**src/rtl/lcd_mem_arbiter.sv**
```systemverilog
// lcd_mem_arbiter
//   Shares one single-port synchronous image RAM between the LCD scan path
//   (deadline-critical reads, absolute priority) and a host writer whose
//   writes are buffered in a small FIFO and drained in otherwise idle slots.
//
// Ports
//   clk_i, rst_ni          clock (rising edge) and asynchronous active-low reset
//   disp_req_i/addr_i      one display read per cycle the request is high
//   disp_data_o/valid_o    read data, valid pulse exactly 3 cycles after request
//   wr_req_i/addr_i/data_i host write, held until wr_ack_o
//   wr_ack_o               write accepted into the FIFO this cycle (combinational)
//   wr_level_o             FIFO occupancy 0..FIFO_DEPTH
//   mem_addr_o/wdata_o/we_o registered RAM command
//   mem_q_i                RAM read data, one cycle after the command
module lcd_mem_arbiter #(
  parameter int ADDR_W     = 17,
  parameter int DATA_W     = 16,
  parameter int FIFO_DEPTH = 4,
  parameter int LVL_W      = 3
) (
  input  logic              clk_i,
  input  logic              rst_ni,
  input  logic              disp_req_i,
  input  logic [ADDR_W-1:0] disp_addr_i,
  output logic [DATA_W-1:0] disp_data_o,
  output logic              disp_valid_o,
  input  logic              wr_req_i,
  input  logic [ADDR_W-1:0] wr_addr_i,
  input  logic [DATA_W-1:0] wr_data_i,
  output logic              wr_ack_o,
  output logic [LVL_W-1:0]  wr_level_o,
  output logic [ADDR_W-1:0] mem_addr_o,
  output logic [DATA_W-1:0] mem_wdata_o,
  output logic              mem_we_o,
  input  logic [DATA_W-1:0] mem_q_i
);

  localparam int PTR_W = (FIFO_DEPTH > 1) ? $clog2(FIFO_DEPTH) : 1;

  // Write buffer storage and bookkeeping
  logic [ADDR_W-1:0] fifo_addr_q [FIFO_DEPTH];
  logic [DATA_W-1:0] fifo_data_q [FIFO_DEPTH];
  logic [PTR_W-1:0]  wptr_q, wptr_d;
  logic [PTR_W-1:0]  rptr_q, rptr_d;
  logic [LVL_W-1:0]  level_q, level_d;

  // Memory command registers
  logic [ADDR_W-1:0] mem_addr_q, mem_addr_d;
  logic [DATA_W-1:0] mem_wdata_q, mem_wdata_d;
  logic              mem_we_q, mem_we_d;

  // Read pipeline: pend1 = command on the RAM port, pend2 = RAM data valid
  logic              rd_pend1_q, rd_pend1_d;
  logic              rd_pend2_q, rd_pend2_d;
  logic [DATA_W-1:0] disp_data_q, disp_data_d;
  logic              disp_valid_q, disp_valid_d;

  logic full_s;
  logic empty_s;
  logic push_s;
  logic pop_s;
  logic grant_disp_s;
  logic grant_wr_s;

  assign full_s  = (level_q == LVL_W'(FIFO_DEPTH));
  assign empty_s = (level_q == {LVL_W{1'b0}});

  // The ack is gated by reset so nothing is accepted while the block is held
  // in reset. A full FIFO refuses even when a pop happens the same cycle.
  assign wr_ack_o = wr_req_i & rst_ni & ~full_s;
  assign push_s   = wr_ack_o;

  // Display always wins; a write only uses a slot the display leaves free.
  assign grant_disp_s = disp_req_i;
  assign grant_wr_s   = ~disp_req_i & ~empty_s;
  assign pop_s        = grant_wr_s;

  // FIFO pointer and occupancy next-state
  always_comb begin
    wptr_d  = wptr_q;
    rptr_d  = rptr_q;
    level_d = level_q;
    if (push_s) begin
      wptr_d = wptr_q + PTR_W'(1'b1);
    end else begin
      wptr_d = wptr_q;
    end
    if (pop_s) begin
      rptr_d = rptr_q + PTR_W'(1'b1);
    end else begin
      rptr_d = rptr_q;
    end
    case ({push_s, pop_s})
      2'b10:   level_d = level_q + LVL_W'(1'b1);
      2'b01:   level_d = level_q - LVL_W'(1'b1);
      default: level_d = level_q;
    endcase
  end

  // Slot arbitration: builds the next memory command and read-pipeline head
  always_comb begin
    mem_addr_d  = mem_addr_q;
    mem_wdata_d = mem_wdata_q;
    mem_we_d    = 1'b0;
    rd_pend1_d  = 1'b0;
    if (grant_disp_s) begin
      mem_addr_d = disp_addr_i;
      mem_we_d   = 1'b0;
      rd_pend1_d = 1'b1;
    end else if (grant_wr_s) begin
      mem_addr_d  = fifo_addr_q[rptr_q];
      mem_wdata_d = fifo_data_q[rptr_q];
      mem_we_d    = 1'b1;
      rd_pend1_d  = 1'b0;
    end else begin
      // Idle slot: address and write data hold their last value.
      mem_we_d   = 1'b0;
      rd_pend1_d = 1'b0;
    end
  end

  // Read return path: capture RAM data in the cycle it is valid
  always_comb begin
    rd_pend2_d   = rd_pend1_q;
    disp_valid_d = rd_pend2_q;
    if (rd_pend2_q) begin
      disp_data_d = mem_q_i;
    end else begin
      disp_data_d = disp_data_q;
    end
  end

  // FIFO storage; a slot is written only on an accepted push
  always_ff @(posedge clk_i or negedge rst_ni) begin
    if (!rst_ni) begin
      for (int i = 0; i < FIFO_DEPTH; i++) begin
        fifo_addr_q[i] <= {ADDR_W{1'b0}};
        fifo_data_q[i] <= {DATA_W{1'b0}};
      end
    end else if (push_s) begin
      fifo_addr_q[wptr_q] <= wr_addr_i;
      fifo_data_q[wptr_q] <= wr_data_i;
    end
  end

  // FIFO pointers and level; reset discards any buffered writes
  always_ff @(posedge clk_i or negedge rst_ni) begin
    if (!rst_ni) begin
      wptr_q  <= {PTR_W{1'b0}};
      rptr_q  <= {PTR_W{1'b0}};
      level_q <= {LVL_W{1'b0}};
    end else begin
      wptr_q  <= wptr_d;
      rptr_q  <= rptr_d;
      level_q <= level_d;
    end
  end

  // Registered memory command
  always_ff @(posedge clk_i or negedge rst_ni) begin
    if (!rst_ni) begin
      mem_addr_q  <= {ADDR_W{1'b0}};
      mem_wdata_q <= {DATA_W{1'b0}};
      mem_we_q    <= 1'b0;
    end else begin
      mem_addr_q  <= mem_addr_d;
      mem_wdata_q <= mem_wdata_d;
      mem_we_q    <= mem_we_d;
    end
  end

  // Read pipeline; reset drops reads in flight so they never return
  always_ff @(posedge clk_i or negedge rst_ni) begin
    if (!rst_ni) begin
      rd_pend1_q   <= 1'b0;
      rd_pend2_q   <= 1'b0;
      disp_data_q  <= {DATA_W{1'b0}};
      disp_valid_q <= 1'b0;
    end else begin
      rd_pend1_q   <= rd_pend1_d;
      rd_pend2_q   <= rd_pend2_d;
      disp_data_q  <= disp_data_d;
      disp_valid_q <= disp_valid_d;
    end
  end

  assign wr_level_o   = level_q;
  assign mem_addr_o   = mem_addr_q;
  assign mem_wdata_o  = mem_wdata_q;
  assign mem_we_o     = mem_we_q;
  assign disp_data_o  = disp_data_q;
  assign disp_valid_o = disp_valid_q;

endmodule

```
**config.mk**
```make
export PLATFORM = sky130hd
export DESIGN_NAME = lcd_mem_arbiter
export DESIGN_NICKNAME = d
export VERILOG_FILES = /design/src/rtl/lcd_mem_arbiter.sv
export SDC_FILE = /design/constraint.sdc
export NUM_CORES = 1
export LEC_CHECK = 0
export ABC_AREA = 1
export CAP_MARGIN = 20
export CORE_UTILIZATION = 55
export CTS_BUF_LIST = sky130_fd_sc_hd__clkbuf_8
export CTS_CLUSTER_SIZE = 14
export DETAILED_ROUTE_END_ITERATION = 12
export PLACE_DENSITY = 0.8
export SLEW_MARGIN = 20
export SYNTH_ARGS = -nofsm -noshare
export SYNTH_HDL_FRONTEND = slang
export SYNTH_SLANG_ARGS = --single-unit
```
**constraint.sdc**
```tcl
create_clock -name clk_i -period 6.5 [get_ports clk_i]
set_input_delay 0.65 -clock clk_i [delete_from_list [all_inputs] [get_ports clk_i]]
set_output_delay 0.65 -clock clk_i [all_outputs]
set_load 0.02 [all_outputs]
```
==> flow_summary.yaml <==
sta:
  max_slew_margin_pct: 31.97
  fin_hold_ws_ns: 0.2303
  setup_ws_ns: 3.150
  timing.final.crit_share_pct: 51.54
  tightest_slew_ns: 1.020
  layout_min_cycle_time_ns: 3.350
  hold_viol_final: 0
  drv_slew: 0
  clock_skew_ns: 0.009979
  rsz0062_at_grt: "false"
  setup_tns_ns: 0
  fmax_mhz: 298.5
  setup_viol: 0
worst_setup_path:
  critPathKind: "input port to output port"
  cp_common_cell: "inv_1"
  critPathArrivalTime_ns: 2.70
  slowest_stage: "clkdlybuf4s50_1"
  regToRegEndpoint: "wr_level_o[2]"
  startpoint: "rst_ni"
  critical_path.endpoint: "wr_ack_o"
  crit_chain: "clkbuf_8, nand2_1, inv_1, nand2_2, buf_4, inv_1, clkdlybuf4s50_1"
  r2r_cells: 9
  rr_startpoint: "wr_level_o[2]"
  critPathCaptureType: "output port"
  crit_path_max_incr_delay_ns: 0.58
  required_ns: 5.85
  startpoint_type: "input port"
  rrSetupSlack_ns: 4.13
  critPathMaxFanout: 87
yosys:
  synth_area_per_cell_um2: 8.098
  synth_nets: 1170
  seq_area_frac_synth_pct: 54.23
  ys_types: 28
  yosysWarnings: 0
  synthTopCellsByArea: "dfrtp_1 54%, nand2_1 21%, o21ai_0 7.2%, inv_1 3.9%, nand3_1 2.9%"
  synth_area_um2: 8860
  ys_ff_latch: 192
  synth_cells: 1094
  synth_top_area_cell: "dfrtp_1"
  yosysTopAreaCellShare_pct: 54.23
clocking:
  cts_tree: "done"
  cts_buffers: 17
  clock-root-buffer: "clkbuf_8"
  clockBufferDepth: 2
  clock_sinks: 192
  htreeDepth: 4
  clkLatencyLatePin_ns: 0.46
  postCtsHoldBufs: 0
  cts_setup_buffers: 0
  clk_pin_slew_ns: 0.09
  cts_resized: 0
pwr:
  p_sw_share_pct: 41.17
  p_sw_w: 0.001924
  peakVddDrop_uv: 236.2
  intPower_w: 0.002750
  p_comb_share_pct: 44.1
  seq_power_share_pct: 42.0
  powerDensity_nw_per_um2: 444.3
  clkPwrFrac_pct: 13.9
  p_leak_nw: 5.138
hold_path:
  hp-class: "input port to async pin"
die:
  fp.dieW_um: 128.9
  rows: 46
  start_util_pct: 55.98
  core_area_um2: 15830
  fp.dieArea_um2: 16620
  ioPinCount: 125
  die_h_um: 128.9
run:
  cap_violations: 0
finish:
  fin_nets: 1262
  antenna_cells: 0
  fin_cells: 1412
  syn_to_final_growth_pct: 18.75
  layout-drive-gt1-share_pct: 7.023
global_route:
  grt_start_max_net_pins: 88
  globalRouteTotalUtil_pct: 26.08
  grt_pass1_wl_um: 33410
  antenna_found_initial: 0
  overflow: 0
  grt_pass1_vias: 6814
outcome:
  outcome: "complete, no violations"
placed_design:
  port_buffers: 124
  dp_cells: 1378
  hpwl_um: 12310
  place_congestion: 0.7610
  dp_worst_setup_slack_ns: 3.156
detailed_routing:
  routed_wl_um: 20390
  viasPerCell: 5.153
  dr.pass1.iters: 5
  vias: 7276
  drt_iter0_markers: 800
  postRouteAntennaNets: 0
  avgRoutedWirePerCell_um: 14.44
  route.detailed.drc: 0
[critical path, delay by kind of cell]
family / cells / cell delay (ns)
buffers and inverters: 5 / 1.73
AND/OR/NAND/NOR: 2 / 0.24
[cells in the final DEF (no fill, tap or decap), drive strengths merged]
cell / n
a21oi: 2
buf: 11
clkbuf: 20
clkdlybuf4s50: 123
clkinv: 7
clkinvlp: 2
dfrtp: 192
fa: 1
ha: 5
inv: 97
mux2: 16
nand2: 488
nand3: 53
nor2: 8
o211ai: 16
o21ai: 135
or2: 17
xnor2: 1
xor2: 2
[registers in the layout (all words and copies together), names as in the netlist]
signal and count:
disp_data_o 16, disp_valid_d 1, disp_valid_o 1, fifo_addr_q 68, fifo_data_q 64, mem_addr_o 17, mem_wdata_o 16, mem_we_o 1
rd_pend1_q 1, rptr_q 2, wptr_q 2, wr_level_o 3
[cell type report]
cell class              instances  area [um2]
fillers                      1318        5306
inverters                      96       360.3
well taps                     216       270.3
repair buffers                135        1393
clock inverters                10       51.30
multi-input cells             744        3379
flip-flops and latches        192        4806
clock buffers                  19       261.5
[power groups by stage]
stage	Clock [W]	Sequential (W)	Combinational, W
after floorplan	0	0.00209	0.00120
after global routing	0.000708	0.00202	0.00232
after CTS	0.000666	0.00196	0.00204
final	0.000650	0.00196	0.00206
after detailed placement	0	0.00199	0.00203
after global placement	0	0.00196	0.00198
[cell usage after synthesis (all sizes together)]
library cell	count
xnor2	1
o21ai	135
buf	40
xor2	2
o211ai	16
fa	1
ha	5
nand2	488
mux2	16
nor2	8
a21oi	2
inv	93
nand3	53
clkbuf	22
dfrtp	192
or2	17
clkinv	3
[layer usage]
metal	global-route usage [%]	wire length, um	vias to the layer above	share of wire [%]
met3	4.990	1450	22	7.1
met4	8.166	272	0	1.3
met1	36.90	9342	3430	46
li1	-	-	3582	-
met5	0	0	-	0
met2	40.89	9324	242	46
[worst min path at each step]
stage | from | endpoint | slack (ns)
after floorplan | rd_pend1_q | disp_valid_d | 0.33
after global placement | rd_pend1_q | disp_valid_d | 0.33
after detailed placement | rd_pend1_q | disp_valid_d | 0.34
after CTS | rst_ni | mem_addr_o[6] | 0.24
after global routing | rst_ni | mem_addr_o[13] | 0.28
final | rst_ni | mem_addr_o[6] | 0.23
[cell families after synthesis]
family / share of synthesized area (%)
xor gates and xnor gates: 0.2966
AOI/OAI and AO/OA: 9.137
and+or+nand+nor: 25.63
buffers and inverters: 7.739
DFF: 54.23
muxes: 2.034
adders and majority gates: 0.9321
[through the flow]
step	total power (W)	util, %	instance area (um2)
after floorplan	0.003294	-	8860
after global placement	0.003938	63.85	10110
after detailed placement	0.004012	63.85	10110
after CTS	0.004668	65.83	10420
after global routing	0.005052	66.47	10520
final	0.004674	66.47	10520
Power figures use the tool's default switching activity.
